===== src/rtl/text_num_parser.sv =====
// Serial ASCII decimal parser: accumulates digit runs into unsigned values and
// emits each completed number (or an error) on a valid/ready output handshake.

module text2nibble (
   input  logic [7:0] char_i,
   output logic [3:0] nib_o
);
   // Only '0'..'9' map to a value; everything else reads as 4'hF.
   always_comb begin
      nib_o = 4'hF;
      if (char_i >= 8'h30 && char_i <= 8'h39) nib_o = char_i[3:0];
   end
endmodule

module text_num_parser #(
   parameter int WIDTH = 16,
   parameter int CNTW  = 8
) (
   input  logic             clk,
   input  logic             rst,
   input  logic             in_valid,
   output logic             in_ready,
   input  logic [7:0]       in_char,
   output logic             out_valid,
   input  logic             out_ready,
   output logic [WIDTH-1:0] out_value,
   output logic             out_err,
   output logic [CNTW-1:0]  num_cnt
);
   typedef enum logic [1:0] {IDLE, ACCUM, SKIP, DONE} state_t;

   state_t           state_q;
   logic [WIDTH-1:0] acc_q;
   logic             err_q;
   logic             out_valid_q;
   logic [WIDTH-1:0] out_value_q;
   logic             out_err_q;
   logic [CNTW-1:0]  num_cnt_q;

   logic [3:0]       nib;
   logic             is_digit, is_term, accept, ovf;
   logic [WIDTH+3:0] mac_d;

   text2nibble u_t2n (.char_i(in_char), .nib_o(nib));

   assign is_digit = (nib != 4'hF);
   assign is_term  = (in_char == 8'h20) || (in_char == 8'h0D) ||
                     (in_char == 8'h0A) || (in_char == 8'h2C);
   assign in_ready = (state_q != DONE);
   assign accept   = in_valid && in_ready;

   // Four guard bits hold acc*10+9 for any WIDTH-bit acc.
   assign mac_d = ({4'b0, acc_q} * (WIDTH+4)'(10)) + (WIDTH+4)'(nib);
   assign ovf   = |mac_d[WIDTH+3:WIDTH];

   always_ff @(posedge clk or posedge rst) begin
      if (rst) begin
         state_q     <= IDLE;
         acc_q       <= '0;
         err_q       <= 1'b0;
         out_valid_q <= 1'b0;
         out_value_q <= '0;
         out_err_q   <= 1'b0;
         num_cnt_q   <= '0;
      end else begin
         case (state_q)
            IDLE: if (accept && !is_term) begin
               if (is_digit) begin
                  acc_q   <= WIDTH'(nib);
                  state_q <= ACCUM;
               end else begin
                  err_q   <= 1'b1;
                  state_q <= SKIP;
               end
            end
            ACCUM: if (accept) begin
               if (is_digit && !ovf) begin
                  acc_q <= mac_d[WIDTH-1:0];
               end else if (is_term) begin
                  out_valid_q <= 1'b1;
                  out_value_q <= acc_q;
                  out_err_q   <= 1'b0;
                  state_q     <= DONE;
               end else begin
                  err_q   <= 1'b1;
                  state_q <= SKIP;
               end
            end
            SKIP: if (accept && is_term) begin
               out_valid_q <= 1'b1;
               out_value_q <= '0;
               out_err_q   <= 1'b1;
               state_q     <= DONE;
            end
            DONE: if (out_ready) begin
               out_valid_q <= 1'b0;
               out_value_q <= '0;
               out_err_q   <= 1'b0;
               acc_q       <= '0;
               err_q       <= 1'b0;
               num_cnt_q   <= num_cnt_q + 1'b1;
               state_q     <= IDLE;
            end
            default: state_q <= IDLE;
         endcase
      end
   end

   assign out_valid = out_valid_q;
   assign out_value = out_value_q;
   assign out_err   = out_err_q;
   assign num_cnt   = num_cnt_q;
endmodule

===== config.mk =====
export PLATFORM = sky130hd
export DESIGN_NAME = text_num_parser
export DESIGN_NICKNAME = d
export VERILOG_FILES = /design/src/rtl/text_num_parser.sv
export SDC_FILE = /design/constraint.sdc
export NUM_CORES = 1
export LEC_CHECK = 0
export CORE_UTILIZATION = 25
export CTS_CLUSTER_DIAMETER = 60
export DETAILED_ROUTE_END_ITERATION = 16
export HOLD_SLACK_MARGIN = 0.06
export PLACE_DENSITY = 0.42
export SETUP_SLACK_MARGIN = 0.1
export SLEW_MARGIN = 20
export SYNTH_ARGS = -nofsm -noshare
export SYNTH_HDL_FRONTEND = slang
export SYNTH_SLANG_ARGS = --single-unit

===== constraint.sdc =====
create_clock -name clk -period 4.8 [get_ports clk]
set_input_delay 0.96 -clock clk [delete_from_list [all_inputs] [get_ports clk]]
set_output_delay 0.96 -clock clk [all_outputs]
set_load 0.005 [all_outputs]

# Word level (Yosys, flattened, before mapping)
# Cells that the tools add are included.
# op_classes
muxes	30
n_eq_ne	17
mul	1
add_sub_neg	2
reduce_logical	18
order_cmp	2
# ops
operator	count
16-bit two-way mux	9
16-bit one-hot mux with 3 select lines	2
20-bit by 4-bit adder with 20-bit output	1
16-bit by 3-bit multiplier with 19-bit output (second input constant)	1
2-bit inequality test (second input constant)	9
8-bit by 4-bit equality test with 1-bit output (second input constant)	2
8-bit by 6-bit equality test with 1-bit output (second input constant)	2
2-bit two-way mux	6
6-bit AND reduction	2
1-bit two-way mux	9
8-bit by 1-bit adder with 8-bit output (second input constant)	1
8-bit by 6-bit greater-or-equal comparator with 1-bit output (second input constant)	1
8-bit by 6-bit <= comparator with 1-bit output (second input constant)	1
2-bit one-hot mux with 4 select lines	1
1-bit one-hot mux with 3 select lines	2
3-bit nonzero test	2
1-bit logical AND	5
5-bit AND reduction	1
2-bit equality test (second input constant)	2
4-bit two-way mux	1
4-bit inequality test (second input constant)	1
4-bit OR reduction	1
1-bit logical OR	3
2-bit by 1-bit equality test with 1-bit output (second input constant)	1
3 further kinds	4
# word_totals
output_inout_bits	27
regBits	44
wordCells	76
inputBits	12

# Depth between registers and ports, before layout
# depth
word_depth	10
mapped_depth	15
mapped_depth_nobuf	14

# By module
# From an unflattened synthesis, not the netlist that was laid out.
# hier_totals
hier_cells	376
area_unflattened_um2	3786.1
# by_module_without_submodules
module	area_each_um2	instances	cells_each	seq_area_each_um2
text_num_parser	3737.3	1	368	1101.1
text2nibble	48.8	1	8	0.0

# Worst setup path after synthesis
# OpenSTA, ideal clock, no wires.
# synth_path
path_type	input -> register
startpoint	input in_char[1]
endpoint	register state_q[0]
required_time_ns	4.675
slack_ns	0.747
setup_ns	0.125
cell_stages	14
n_path_buf	0
arrival_time_ns	3.928
cell_sequence	o21ai_0 > nand4_1 > or2_2 > ha_1 > inv_1 > fa_1 > inv_1 > maj3_1 > and3_1 > nor3_1 > a21bo_2 > mux2i_2 > a21o_1 > mux2_2
# synth_via
elab_chain_cells	9
elab_cells_between_ends	29
classes_between	add/sub (1); order compare (2); eq/ne (8); mux (7); reduce/logical (11)
# synth_lines
item	line_no	rtl
start: declaration	23	input logic [7:0] in_char,
8-bit by 6-bit greater-or-equal comparator with 1-bit output / 8-bit by 6-bit <= comparator with 1-bit output (equally long branches)	11	if (char_i >= 8'h30 && char_i <= 8'h39) nib_o = char_i[3:0];
1-bit logical AND	11	
4-bit two-way mux	11	
20-bit by 4-bit adder with 20-bit output	53	assign mac_d = ({4'b0, acc_q} * (WIDTH+4)'(10)) + (WIDTH+4)'(nib);
4-bit OR reduction	54	assign ovf = |mac_d[WIDTH+3:WIDTH];
1-bit logical NOT	77	if (is_digit && !ovf) begin
1-bit logical AND	77	
2-bit inequality test (no line)	n/a	
5-bit AND reduction (no line)	n/a	
end signal: assignment	73	state_q <= SKIP;
end signal: assignment	83	state_q <= DONE;
end signal: assignment	86	state_q <= SKIP;
end: declaration	32	state_t state_q;
# Several ways; a longest one is shown, not always the timed one. The select of a mux whose other input is x is not followed.
# A chain may end at the register's enable or synchronous reset.

# Final worst setup path
# Ends and elaborated chain as after synthesis.

==> impl_metrics.csv <==
group,metric,value,unit
drt,drt-total-wl,8.57,mm
clock_tree,clock_sinks,44,
clock_tree,insertion_delay,0.29,ns
critical_path,end_kind,"register",
logic_synthesis,synth.top_cell.area_share,32.2,%
placement,gp_congestion,0.792,
layout,multi_input_comb_area,2200,um^2
min_path,whs_path_depth,1,
power_and_ir_drop,p_seq_share,25.9,%
layout,n_fill_cell,1382,
timing,whs,0.478,ns
layout,diodes,0,
logic_synthesis,ys_seq_area_share,32.2,%
timing,fmax,229,MHz
flow_run,maxCapViolCount,0,
power_and_ir_drop,p_switching,774,uW
min_path,hold_path.class,"reg -> reg",
layout,nets,431,
power_and_ir_drop,p_int,1.08,mW
drt,drc,0,
timing,fin_skew,0.00603,ns
logic_synthesis,syn_nets,391,
timing,worstMarginPinSlew,0.942,ns
critical_path,r2r_start,"acc_q[3]",
power_and_ir_drop,leakage,1.86,nW
timing,hold_viol,0,
critical_path,r2r_cells,12,
power_and_ir_drop,ir_worst_vdd,274,uV
clock_tree,cts_tree,"done",
power_and_ir_drop,combPwrFrac,52.3,%
logic_synthesis,synth-edff-count,0,
critical_path,crit_required,4.98,ns
logic_synthesis,ys_async_sr_fraction,100,%
critical_path,crit_start,"in_char[1]",
die,rows,42,
clock_tree,hold_buffers,0,
global_route,grt_max_degree,45,
drt,ant_nets,0,
timing,finalSetupViolations,0,
critical_path,startpoint_type,"input port",
clock_tree,cts_resized,0,
die,fp.dieH,119,um
logic_synthesis,syn_area_per_cell,10.1,um^2
logic_synthesis,yosys.area.top_type,"dfrtp_1",
layout,syn_to_final_growth,22.1,%
clock_tree,cts_buffers,5,
drt,num_vias,2667,
layout,post-route-cell-area,4180,um^2
global_route,grt_pass1_vias,2654,
die,io_pins,39,
global_route,grtUsageTotal,12.6,%
layout,seqCellArea,1100,um^2
timing,max_slew_margin,37.1,%
clock_tree,postCtsSetupBuffers,0,
clock_tree,h-tree-depth,2,
logic_synthesis,yosysUniqueCellTypes,69,
logic_synthesis,synth_top_family_by_area,"compound AO/OA/AOI/OAI gates",
logic_synthesis,ys_seq_elements,44,
timing,drv_slew,0,
die,core_area,13300,um^2
global_route,overflow,0,
global_route,antenna_found_initial,0,
logic_synthesis,synthXorXnorAreaFrac,6.40,%
clock_tree,clockBufferDepth,2,
critical_path,crit_type,"in -> reg",
logic_synthesis,yosysWarnings,0,
layout,final_core_util,31.4,%
placement,post-dp-hpwl,6.51,mm
logic_synthesis,synth_area,3420,um^2
power_and_ir_drop,power.density,444,nW/um^2
drt,drt_iter0_drc,102,
clock_tree,cts-root-buf,"clkbuf_16",
logic_synthesis,synth.area.mux_share,2.82,%
power_and_ir_drop,swShare,41.7,%
placement,numPortBuffers,38,
timing,tns,0,ns
timing,rsz0062_at_grt,"no",
logic_synthesis,synthTopCellsByCount,"dfrtp_1, ha_1, a21oi_1",
drt,drtPass1Iterations,4,
power_and_ir_drop,p_clk_share,21.7,%
layout,drive_gt1_share,12.1,%
critical_path,worstPathMaxFanout,6,
logic_synthesis,synth-simple-area-share,14.6,%
placement,place_area,4010,um^2
logic_synthesis,synth_fa_ha_area_share,15.3,%
status,outcome,"completed",
die,initial_utilization,25.7,%
die,die_x,119,um
timing,min_period_over_period,91.1,%
critical_path,arrival,4.55,ns
logic_synthesis,synth.most_common_cell,"dfrtp_1",
die,design.die.area,14200,um^2
logic_synthesis,synth_flop_cell,"dfrtp_1",
timing,min_period,4.37,ns
logic_synthesis,netlist_top_cells_area,"dfrtp_1, ha_1, o2bb2ai_2",
drt,wl_per_cell,15.4,um
clock_tree,cts.clk_slew.worst_paths,0.07,ns
logic_synthesis,synth_compound_area_share,25.3,%
min_path,min_from,"num_cnt[7]",
logic_synthesis,syn_inst,340,
global_route,grt_pass1_wl,14.0,mm
drt,via_per_inst,4.79,
==> critical path, stage by stage <==
cell and delay (ns):
clkdlybuf4s50_1 0.45, o21ai_0 0.17, nand4_1 0.14, or2_2 0.32
ha_1 0.20, inv_1 0.07, fa_1 0.20, inv_1 0.05
maj3_1 0.37, and3_1 0.25, nor3_1 0.19, a21bo_2 0.25
mux2i_2 0.36, a21o_1 0.23, mux2_2 0.33
==> power groups by stage <==
stage               sequential, mW  clock (mW)  combinational [mW]
CTS                          0.484       0.414               0.980
global placement             0.490           0               0.976
floorplan                    0.476           0               0.718
global route                 0.490       0.430                1.08
finish                       0.481       0.403               0.970
detailed placement           0.490           0               0.971
==> path summary, 6_finish.rpt <==
kind | endpoint | slack [ns]
max | state_q[0] | 0.43
min in group asynchronous | out_value[2] | 1.20
min | num_cnt[7] | 0.48
max reg2reg | acc_q[3] | 0.52
max in group asynchronous | state_q[0] | 3.01
min reg2reg | num_cnt[7] | 0.48
==> stage by stage <==
step	setup WS (ns)	instances	power, mW
finish	0.428	557	1.85
global route	0.119	557	2.00
CTS	0.406	557	1.88
detailed placement	0.115	549	1.46
global placement	0.174	549	1.47
floorplan	0.747	340	1.19
==> flip-flops by register name (all words and copies together), names as in the netlist <==
register,cells
acc_q,16
out_value,16
out_err,1
num_cnt,8
out_valid,1
state_q,2
==> cell type report <==
type / instances / area share, %
Clock inverter: 3 / 1.11
Tap cell: 176 / 5.27
Multi-Input combinational cell: 270 / 52.7
Sequential cell: 44 / 26.4
Clock buffer: 5 / 3.00
Timing Repair Buffer: 44 / 10.2
Inverter: 15 / 1.35
==> layout by cell type, fill, tap and decap left out, types with 2 or more instances in the layout <==
cell type / count
or3_1: 3
clkbuf_16: 5
nor2b_1: 4
mux2_2: 2
a211oi_1: 2
o211a_1: 2
a21o_1: 8
nor3_1: 10
nand2b_1: 4
ha_1: 37
a22oi_1: 2
and4bb_2: 2
inv_1: 14
o21a_1: 4
a21oi_1: 19
o21ai_0: 12
o2bb2ai_1: 2
nand2_1: 17
and3_1: 6
xor2_1: 8
a21oi_2: 2
maj3_1: 2
a211o_1: 2
mux2i_1: 6
nand3_1: 12
nand4_1: 4
fa_1: 2
o2111ai_1: 2
nor2_1: 16
dfrtp_1: 44
clkdlybuf4s50_1: 38
and2_1: 3
xnor2_1: 17
a22o_1: 16
buf_4: 6
o2bb2ai_2: 10
==> cells by family (layout without fill, tap and decap cells) <==
group | count (synthesis) | in the layout
compound gates | 103 | 103
xor+xnor | 25 | 25
fa+ha+maj | 41 | 41
buf+inv | 26 | 67
flops | 44 | 44
mux | 9 | 9
simple gates | 92 | 92
==> per-layer routing <==
layer / vias to the layer above / wire length (um) / part of all wire, % / global-route usage (%)
met4: 0 / 59 / 0.69 / 2.14
met3: 5 / 223 / 2.6 / 2.20
li1: 1356 / - / - / -
met2: 33 / 3760 / 44 / 19.6
met5: - / 0 / 0 / 0
met1: 1273 / 4530 / 53 / 18.3
Power figures use the tool's default switching activity.
